### config.mk
export PLATFORM = sky130hd
export DESIGN_NAME = dispatch_pop_client
export DESIGN_NICKNAME = d
export VERILOG_FILES = /design/src/rtl/dispatch_pop_client.sv
export SDC_FILE = /design/constraint.sdc
export NUM_CORES = 1
export LEC_CHECK = 0
export BUFFER_PORTS_ARGS = -buffer_cell sky130_fd_sc_hd__buf_2
export CORE_MARGIN = 2
export CORE_UTILIZATION = 30
export CTS_CLUSTER_DIAMETER = 30
export DETAILED_ROUTE_END_ITERATION = 10
export PLACE_DENSITY_LB_ADDON = 0.1
export SETUP_SLACK_MARGIN = 0.1
export SLEW_MARGIN = 0
export SYNTH_ARGS = -nofsm -noshare
export SYNTH_HDL_FRONTEND = slang
export SYNTH_SLANG_ARGS = --single-unit
### constraint.sdc
create_clock -name clk_i -period 1.4 [get_ports clk_i]
set_clock_uncertainty 0.1 [all_clocks]
set_input_delay 0.14 -clock clk_i [delete_from_list [all_inputs] [get_ports clk_i]]
set_output_delay 0.14 -clock clk_i [all_outputs]
set_load 0.1 [all_outputs]
### src/rtl/dispatch_pop_client.sv
`default_nettype none
// ============================================================================
// Module      : dispatch_pop_client
// Description : Per-core consumer side of the hardware dispatch unit.
//               Turns a core's blocking load on the dispatch address into the
//               pop_req/pop_ack handshake with the dispatcher. It returns the
//               dispatched 32-bit value to the core and enforces the
//               dispatcher's post-ack read-pointer settling time.
//               Optional feature macro: DISPATCH_POP_TIMEOUT_EN. When it is
//               defined, a wait that lasts timeout_cycles_i cycles is aborted
//               with an error response.
// Revision    : 1.0 - initial release
// ----------------------------------------------------------------------------
// Ports
//   clk_i             in   1          clock
//   rst_ni            in   1          asynchronous active-low reset
//   core_req_i        in   1          core load request, held until granted
//   core_gnt_o        out  1          combinational grant
//   core_r_valid_o    out  1          one-cycle response strobe
//   core_r_data_o     out  32         dispatched value (0 on error)
//   core_r_err_o      out  1          timeout error, valid with r_valid
//   pop_req_o         out  1          one-cycle pop request to dispatcher
//   pop_ack_o         out  1          one-cycle pop acknowledge to dispatcher
//   dispatch_value_i  in   32         dispatcher's current value for this core
//   dispatch_event_i  in   1          valid value at this core's read pointer
//   timeout_cycles_i  in   TIMEOUT_W  wait limit in cycles, 0 = infinite
//   busy_o            out  1          high in every state except IDLE
// ============================================================================
module dispatch_pop_client #(
  parameter int TIMEOUT_W = 16
) (
  input  logic                 clk_i,
  input  logic                 rst_ni,
  input  logic                 core_req_i,
  output logic                 core_gnt_o,
  output logic                 core_r_valid_o,
  output logic [31:0]          core_r_data_o,
  output logic                 core_r_err_o,
  output logic                 pop_req_o,
  output logic                 pop_ack_o,
  input  logic [31:0]          dispatch_value_i,
  input  logic                 dispatch_event_i,
  input  logic [TIMEOUT_W-1:0] timeout_cycles_i,
  output logic                 busy_o
);

  typedef enum logic [1:0] {
    S_IDLE = 2'd0,
    S_WAIT = 2'd1,
    S_RESP = 2'd2,
    S_COOL = 2'd3
  } state_t;

  state_t      r_state;
  state_t      w_state_nxt;
  logic        w_gnt;
  logic        w_pop_req;
  logic        w_pop_ack;
  logic        w_timeout;
  logic        w_orphan;
  logic        r_valid;
  logic [31:0] r_data;
  logic        r_err;
  logic        r_busy;

`ifdef DISPATCH_POP_TIMEOUT_EN
  localparam logic [TIMEOUT_W-1:0] C_ONE = {{(TIMEOUT_W-1){1'b0}}, 1'b1};

  logic [TIMEOUT_W-1:0] r_cnt;
  logic                 r_orphan;

  // The counter equals (WAIT cycles elapsed - 1), so comparing against
  // limit-1 fires in the limit-th WAIT cycle. A same-cycle event wins.
  assign w_timeout = (r_state == S_WAIT) && !dispatch_event_i &&
                     (timeout_cycles_i != '0) &&
                     (r_cnt == (timeout_cycles_i - C_ONE));
  assign w_orphan  = r_orphan;

  always_ff @(posedge clk_i or negedge rst_ni) begin
    if (!rst_ni) begin
      r_cnt    <= '0;
      r_orphan <= 1'b0;
    end else begin
      // Cleared while idle so that it reads zero on the WAIT entry cycle.
      if (r_state == S_IDLE) begin
        r_cnt <= '0;
      end else if ((r_state == S_WAIT) && (r_cnt != '1)) begin
        r_cnt <= r_cnt + C_ONE;
      end
      // A timed-out pop leaves the dispatcher holding our earlier request.
      // The next grant reuses that request instead of issuing a new pop_req.
      if (w_timeout) begin
        r_orphan <= 1'b1;
      end else if ((r_state == S_IDLE) && core_req_i) begin
        r_orphan <= 1'b0;
      end
    end
  end
`else
  logic w_unused_timeout;

  assign w_timeout        = 1'b0;
  assign w_orphan         = 1'b0;
  assign w_unused_timeout = ^timeout_cycles_i;
`endif

  always_comb begin
    w_state_nxt = r_state;
    w_gnt       = 1'b0;
    w_pop_req   = 1'b0;
    w_pop_ack   = 1'b0;
    case (r_state)
      S_IDLE: begin
        if (core_req_i) begin
          w_gnt       = 1'b1;
          w_pop_req   = !w_orphan;
          w_state_nxt = S_WAIT;
        end
      end
      S_WAIT: begin
        if (dispatch_event_i) begin
          w_pop_ack   = 1'b1;
          w_state_nxt = S_RESP;
        end else if (w_timeout) begin
          w_state_nxt = S_RESP;
        end
      end
      S_RESP: w_state_nxt = S_COOL;
      // COOL covers the cycle in which the dispatcher advances its read
      // pointer after clearing status on the ack.
      S_COOL: w_state_nxt = S_IDLE;
      default: w_state_nxt = S_IDLE;
    endcase
  end

  always_ff @(posedge clk_i or negedge rst_ni) begin
    if (!rst_ni) begin
      r_state <= S_IDLE;
      r_valid <= 1'b0;
      r_data  <= '0;
      r_err   <= 1'b0;
      r_busy  <= 1'b0;
    end else begin
      r_state <= w_state_nxt;
      r_valid <= (w_state_nxt == S_RESP);
      r_err   <= w_timeout;
      r_busy  <= (w_state_nxt != S_IDLE);
      if (w_pop_ack) begin
        r_data <= dispatch_value_i;
      end else if (w_timeout) begin
        r_data <= '0;
      end
    end
  end

  // The decoded strobes are gated so every output is low while reset is held,
  // even though IDLE would otherwise grant a pending request.
  assign core_gnt_o     = w_gnt & rst_ni;
  assign pop_req_o      = w_pop_req & rst_ni;
  assign pop_ack_o      = w_pop_ack & rst_ni;
  assign core_r_valid_o = r_valid;
  assign core_r_data_o  = r_data;
  assign core_r_err_o   = r_err;
  assign busy_o         = r_busy;

endmodule
`default_nettype wire

### Word level (Yosys, flattened, before mapping)

Index checks and enable logic that the tools add are counted.

* bits of input ports: 52
* output and inout bits: 38
* logic and storage cells: 19
* register bits after elaboration: 36

* mux-type cells: 7
* reductions and logical operators: 2
* bitwise logic cells: 2
* equal/unequal tests: 4

Operator list (count)
* 2-bit one-hot mux with 4 select lines: 1
* 2-bit == test, second input constant: 3
* 1-bit two-way mux: 4
* 2-bit two-way mux: 2
* 1-bit AND: 2
* 2-bit by 1-bit == test with 1-bit output, second input constant: 1
* 2-bit logical NOT: 1
* 2-bit nonzero test: 1

### Logic depth before layout (Yosys ltp)

Gate-level depths: netlist of the first run.

* depth after elaboration: 3
* mapped depth: 3
* mapped depth without buffers: 2

### Worst setup path before layout of the first run

Ideal clock, no wire load.

* path kind: register to output
* from: reg r_state[0]
* to: out pop_req_o
* slack: -1981 ps
* required time: 1160 ps
* buffers on the path: 1
* data arrival time: 3141 ps
* cell stages (with the launch flop): 3
* cells stage by stage: dfrtp_1 -> nor3_1 -> buf_4

* longest elaborated chain between the ends: 3

RTL lines
* from (decl): RTL line 54 `state_t r_state;`
* from (signal assigned): RTL line 144 `r_state <= w_state_nxt;`
* 2-bit logical NOT
* 1-bit two-way mux
* 1-bit AND
* to (decl): RTL line 39 `output logic pop_req_o,`

No other way between the ends.

### Worst setup path after layout of the first run

* from: reg r_state[1]
* to: out core_gnt_o

* longest elaborated chain between the ends: 3

RTL lines
* 2-bit logical NOT: RTL line 112 `case (r_state)`
* 1-bit two-way mux: RTL line 112
* 1-bit AND: RTL line 158 `assign core_gnt_o = w_gnt & rst_ni;`
* to (decl): RTL line 35 `output logic core_gnt_o,`

No other way between the ends.

==> run summary, run 1 <==
Post-synth net total - 138
Commonest non-fill, non-tap cells in the layout - 36 x buf_2, 32 x mux2_4, 32 x dlygate4sd3_1
Synth area leader - dfrtp_1
Crit path launch type - flip-flop
Syn_area_per_cell - 17.3 um^2
CTS root buf - clkbuf_8
CP Data Required Time - 1160 ps
GPL Wtd Cong - 0.683
Core area - 4750 um^2
Worst slew margin - 0.540
Tcrit/Tclk final - 1.09
Initial drt markers - 8
Clock Latency Late Sink - 280 ps
Post-layout nets - 254
Post-synthesis instance total - 86
Setup TNS - -346 ps
Cts bufs inserted - 5
Post-DP HPWL - 2220 um
Vias - 1,117
FF-to-FF path depth - 4
Pin count of the biggest net entering global routing - 22
Min Tclk post-route - 1520 ps
ANT cells - 0
Sequential fraction of the synthesis area - 0.607
Worst Max-Slew Pin Slew - 687 ps
DRC viols - 0
FF+latch count, synth - 36
CTS max path bufs - 2
Endpoints failing setup - 3
WL/cell - 12.2 um
Width of the die - 74.4 um
WHS Path Cells - 2
Post-route setup slack - -120 ps
Most common cell after layout, fill and taps aside - buf_2
Detailed Routing Iterations Pass 1 - 3
CP Max Fanout - 2
Clock sink count - 36
Status - finished, violations left
Routed WL - 3290 um
CP cell instances - buf_6 -> nor3_4 -> buf_12
Slowest-stage cell, CP - dfrtp_1
CTS tree - done
CP max stage delay - 390 ps
Die area - 5530 um^2
Max_cap viols - 0
Crit path capture type - output pin
Critical path class - reg2out
Initial antenna violation count - 0
Finished Cell Area - 2610 um^2
R2r setup slk - 30 ps
Failing checks - negative setup slack
Global route total overflow - 0
Reg2reg start - r_state[1]
First-pass GRT wire length - 5280 um
CP arrival - 1280 ps
Die height - 74.4 um
Cell Area, Synth - 1490 um^2
Area delta synth->final - 75.7%
Site Rows - 25
Top post-synthesis cells by area - dfrtp_1 61%, mux2_4 27%, mux2_2 3.8%
Fmax achieved - 0.658 GHz
Clk slew on worst S/H paths - 60 ps
RSZ-0062 raised after global routing - yes
GRT Overall Usage - 0.126
HP Start - dispatch_value_i[11]
IO Count - 90
Dpl cell area - 2030 um^2
H-tree depth - 2
Worst Hold End - core_r_data_o[11]
Vias in the first global route - 1,180
Number of routed nets with antenna violations - 0
Final max-slew violation count - 0
RR Endpoint - core_r_data_o[11]
Pre-CTS setup slack - 23.9 ps
Fin. Hold Viols - 0
Synth warnings - 0
Share of cells above drive strength 1 - 0.675
IO Port Bufs - 72
Cell variety after synth - 14
Via density - 4.14
Worst hold path class - in2reg
Synth top area share - 0.607
Initial Util - 0.312
-- metal layers --
| metal | track usage | part of all wire |
|---|---|---|
| met5 | 0 | 0 |
| met4 | 0.0357 | 0.0091 |
| met3 | 0.0420 | 0.069 |
| met2 | 0.223 | 0.52 |
| met1 | 0.146 | 0.40 |
-- worst max-delay path, delay by kind of cell, from the launching register on --
family	cells	cell delay, ps
DFF	1	390
buffers and inverters	2	340
and+or+nand+nor	1	280
-- area by class of cell --
cell class / instances / area, um^2
clock buffer: 8 / 100
fill: 417 / 2140
inverter: 3 / 11.3
multi-input combinational: 42 / 567
sequential: 36 / 916
tap: 67 / 83.8
timing repair buffer: 114 / 932
-- cells in the mapped netlist --
master and instances:
a21oi_1 1, buf_4 2, buf_6 3, conb_1 1, dfrtp_1 36, inv_1 3, mux2_2 5, mux2_4 27
nand2_1 1, nand3b_4 1, nor2_1 2, nor3_1 2, o21a_1 1, o21ai_0 1
-- metrics by stage --
step                      std cells   util  hold slack, ps
after global placement          226  0.427            57.5
after floorplan                  86      -            -256
after global routing            270  0.549            4.44
final                           270  0.549            9.39
after detailed placement        226  0.427            59.2
after CTS                       269  0.538            1.48
-- repair_timing --
item                       4_1_cts  5_1_grt
hold buffers                    32        2
setup endpoints to repair       62       65
cloned                           0        0
pin swaps                        0        0
gates resized for setup         32       13
hold endpoints to repair        66       36
buffers inserted                 3        1
-- state kept, by name, summed over array words and instances (netlist names) --
| signal | count |
|---|---|
| core_r_data_o | 32 |
| busy_o | 1 |
| r_state | 2 |
| core_r_valid_o | 1 |
-- cells by family after synthesis --
| group | count (synthesis) | share of synthesized area |
|---|---|---|
| DFF | 36 | 0.607 |
| muxes | 32 | 0.311 |
| AOI/OAI and AO/OA | 3 | 0.0118 |
| other | 1 | 0.00252 |
| and+or+nand+nor | 6 | 0.0278 |
| buffers and inverters | 8 | 0.0404 |
-- how the worst max path moves through the flow --
stage / slack (ps) / cells past startpoint / start / to
floorplan: -420 / 2 / r_state[1] / pop_req_o
global placement: 60 / 3 / r_state[1] / core_r_data_o[22]
detailed placement: 20 / 3 / r_state[1] / core_r_data_o[21]
CTS: -140 / 3 / r_state[1] / core_gnt_o
global route: -170 / 3 / r_state[1] / pop_req_o
finish: -120 / 3 / r_state[1] / core_gnt_o
Power of run 1 is not shown: default switching activity piles up to over one toggle a cycle in this logic, so the estimate is an artifact.
==> run 2: changes to the inputs <==
- CELL_PAD_IN_SITES_DETAIL_PLACEMENT: default -> 1
- CELL_PAD_IN_SITES_GLOBAL_PLACEMENT: default -> 2
- CORE_UTILIZATION: 30 -> 24
==> run 2 against run 1 <==
The run still ends with negative setup slack left. Non-clock buffer count increased by 7. Setup slack got worse by 24 ps. Sequential cell count unchanged. Final cell count up 5.6%. Count of clock-buffer cells in the layout unchanged. Critical path type unchanged. Largest cell class unchanged. Highest routed layer unchanged.
==> run summary, run 2 (synthesis gave the netlist of run 1 again) <==
Site Rows - 28
Post-route setup slack - -144 ps
Final max-slew violation count - 0
Routed WL - 4020 um
FF-to-FF path depth - 5
Fmax achieved - 0.648 GHz
Worst Hold End - r_state[0]
Crit path launch type - flip-flop
Pin count of the biggest net entering global routing - 21
Global route total overflow - 0
CTS tree - done
Max_cap viols - 0
DRC viols - 0
WL/cell - 14.1 um
Core area - 5960 um^2
IO Count - 90
FF/Latch Area - 916 um^2
Critical path class - reg2out
Vias - 1,145
GPL Wtd Cong - 0.645
Crit path capture type - output pin
Tcrit/Tclk final - 1.10
Share of cells above drive strength 1 - 0.667
Die height - 82.7 um
CP Data Required Time - 1160 ps
WHS - 31.9 ps
Width of the die - 82.7 um
Clk slew on worst S/H paths - 70 ps
H-tree depth - 2
Worst Setup SP - r_state[0]
CP Max Fanout - 2
CTS root buf - clkbuf_8
Worst slew margin - 0.485
Clock Latency Late Sink - 280 ps
CP arrival - 1300 ps
Largest register FFs - 32
First-pass GRT wire length - 6150 um
Area of the multi-input gates - 562 um^2
Initial antenna violation count - 0
HP Start - core_req_i
Cts bufs inserted - 5
Initial Util - 0.249
ANT cells - 0
GRT Overall Usage - 0.121
RR Endpoint - core_r_data_o[23]
Status - finished, violations left
Detailed Routing Iterations Pass 1 - 3
Worst Max-Slew Pin Slew - 770 ps
Area delta synth->final - 82.4%
Endpoints failing setup - 12
Post-layout nets - 261
Via density - 4.02
FILL cells - 614
Die area - 6830 um^2
R2r setup slk - -10 ps
Fin. Hold Viols - 0
Clock sink count - 36
Commonest non-fill, non-tap cells in the layout - 39 x buf_4, 35 x buf_2, 34 x dlygate4sd3_1
Min Tclk post-route - 1540 ps
Most common cell after layout, fill and taps aside - buf_4
Vias in the first global route - 1,293
RSZ-0062 raised after global routing - yes
IO Port Bufs - 72
Initial drt markers - 14
Worst hold path class - in2reg
WHS Path Cells - 3
Number of routed nets with antenna violations - 0
Pre-CTS setup slack - 106 ps
Post-DP HPWL - 2500 um
CTS max path bufs - 2
Reg2reg start - r_state[0]
Failing checks - negative setup slack
## run 2: cell types whose count changed in the layout (fill, tap and decap cells not counted)
cell | previous run | this run
buf_12 | 6 | 7
buf_2 | 36 | 35
buf_4 | 31 | 39
buf_6 | 3 | 2
clkbuf_1 | 1 | 2
clkbuf_16 | 0 | 2
clkbuf_4 | 6 | 2
clkbuf_8 | 7 | 6
dlygate4sd3_1 | 32 | 34
nor3_1 | 0 | 1
nor3_2 | 1 | 0
o21ai_0 | 1 | 0
o21ai_1 | 0 | 1
## run 2: worst max path at each step
stage / to
final: pop_req_o
after global routing: pop_req_o
after CTS: pop_req_o
after detailed placement: pop_ack_o
after global placement: pop_ack_o
after floorplan: pop_req_o
## run 2: area by class of cell
| cell class | count | area share |
|---|---|---|
| tap | 75 | 0.0346 |
| clock buffer | 8 | 0.0333 |
| inverter | 3 | 0.00416 |
| timing repair buffer | 121 | 0.382 |
| sequential | 36 | 0.338 |
| multi-input combinational | 42 | 0.207 |
## run 2: stage by stage
| stage | instances | utilization | TNS [ps] | instance area [um^2] |
|---|---|---|---|---|
| 6_report | 285 | 0.455 | -456 | 2710 |
| 5_1_grt | 285 | 0.455 | -1420 | 2710 |
| 4_1_cts | 280 | 0.439 | -2370 | 2620 |
| 3_5_place_dp | 234 | 0.342 | 0 | 2040 |
| 3_3_place_gp | 234 | 0.342 | 0 | 2040 |
| 2_1_floorplan | 86 | - | -720 | 1530 |
## run 2: critical path, cell delays in order (launching register included)
cell     delay (ps)
dfrtp_1         400
buf_6           130
nor3_4          280
buf_12          220
## run 2: repair_timing
| item | 4_1_cts | 5_1_grt |
|---|---|---|
| endpoints found under the hold margin | 68 | 36 |
| resized for setup | 42 | 6 |
| hold buffers | 34 | 2 |
| cloned | 0 | 2 |
| pin swaps | 1 | 0 |
| endpoints found under the setup margin | 36 | 73 |
| buffers inserted | 4 | 3 |
## run 2: routing by layer
layer | wire length [um] | up-vias | GRT usage
li1 | - | 533 | -
met1 | 1640 | 557 | 0.135
met2 | 2090 | 50 | 0.215
met3 | 239 | 5 | 0.0424
met4 | 49 | 0 | 0.0393
met5 | 0 | - | 0
Power of run 2 is left out for the same reason.
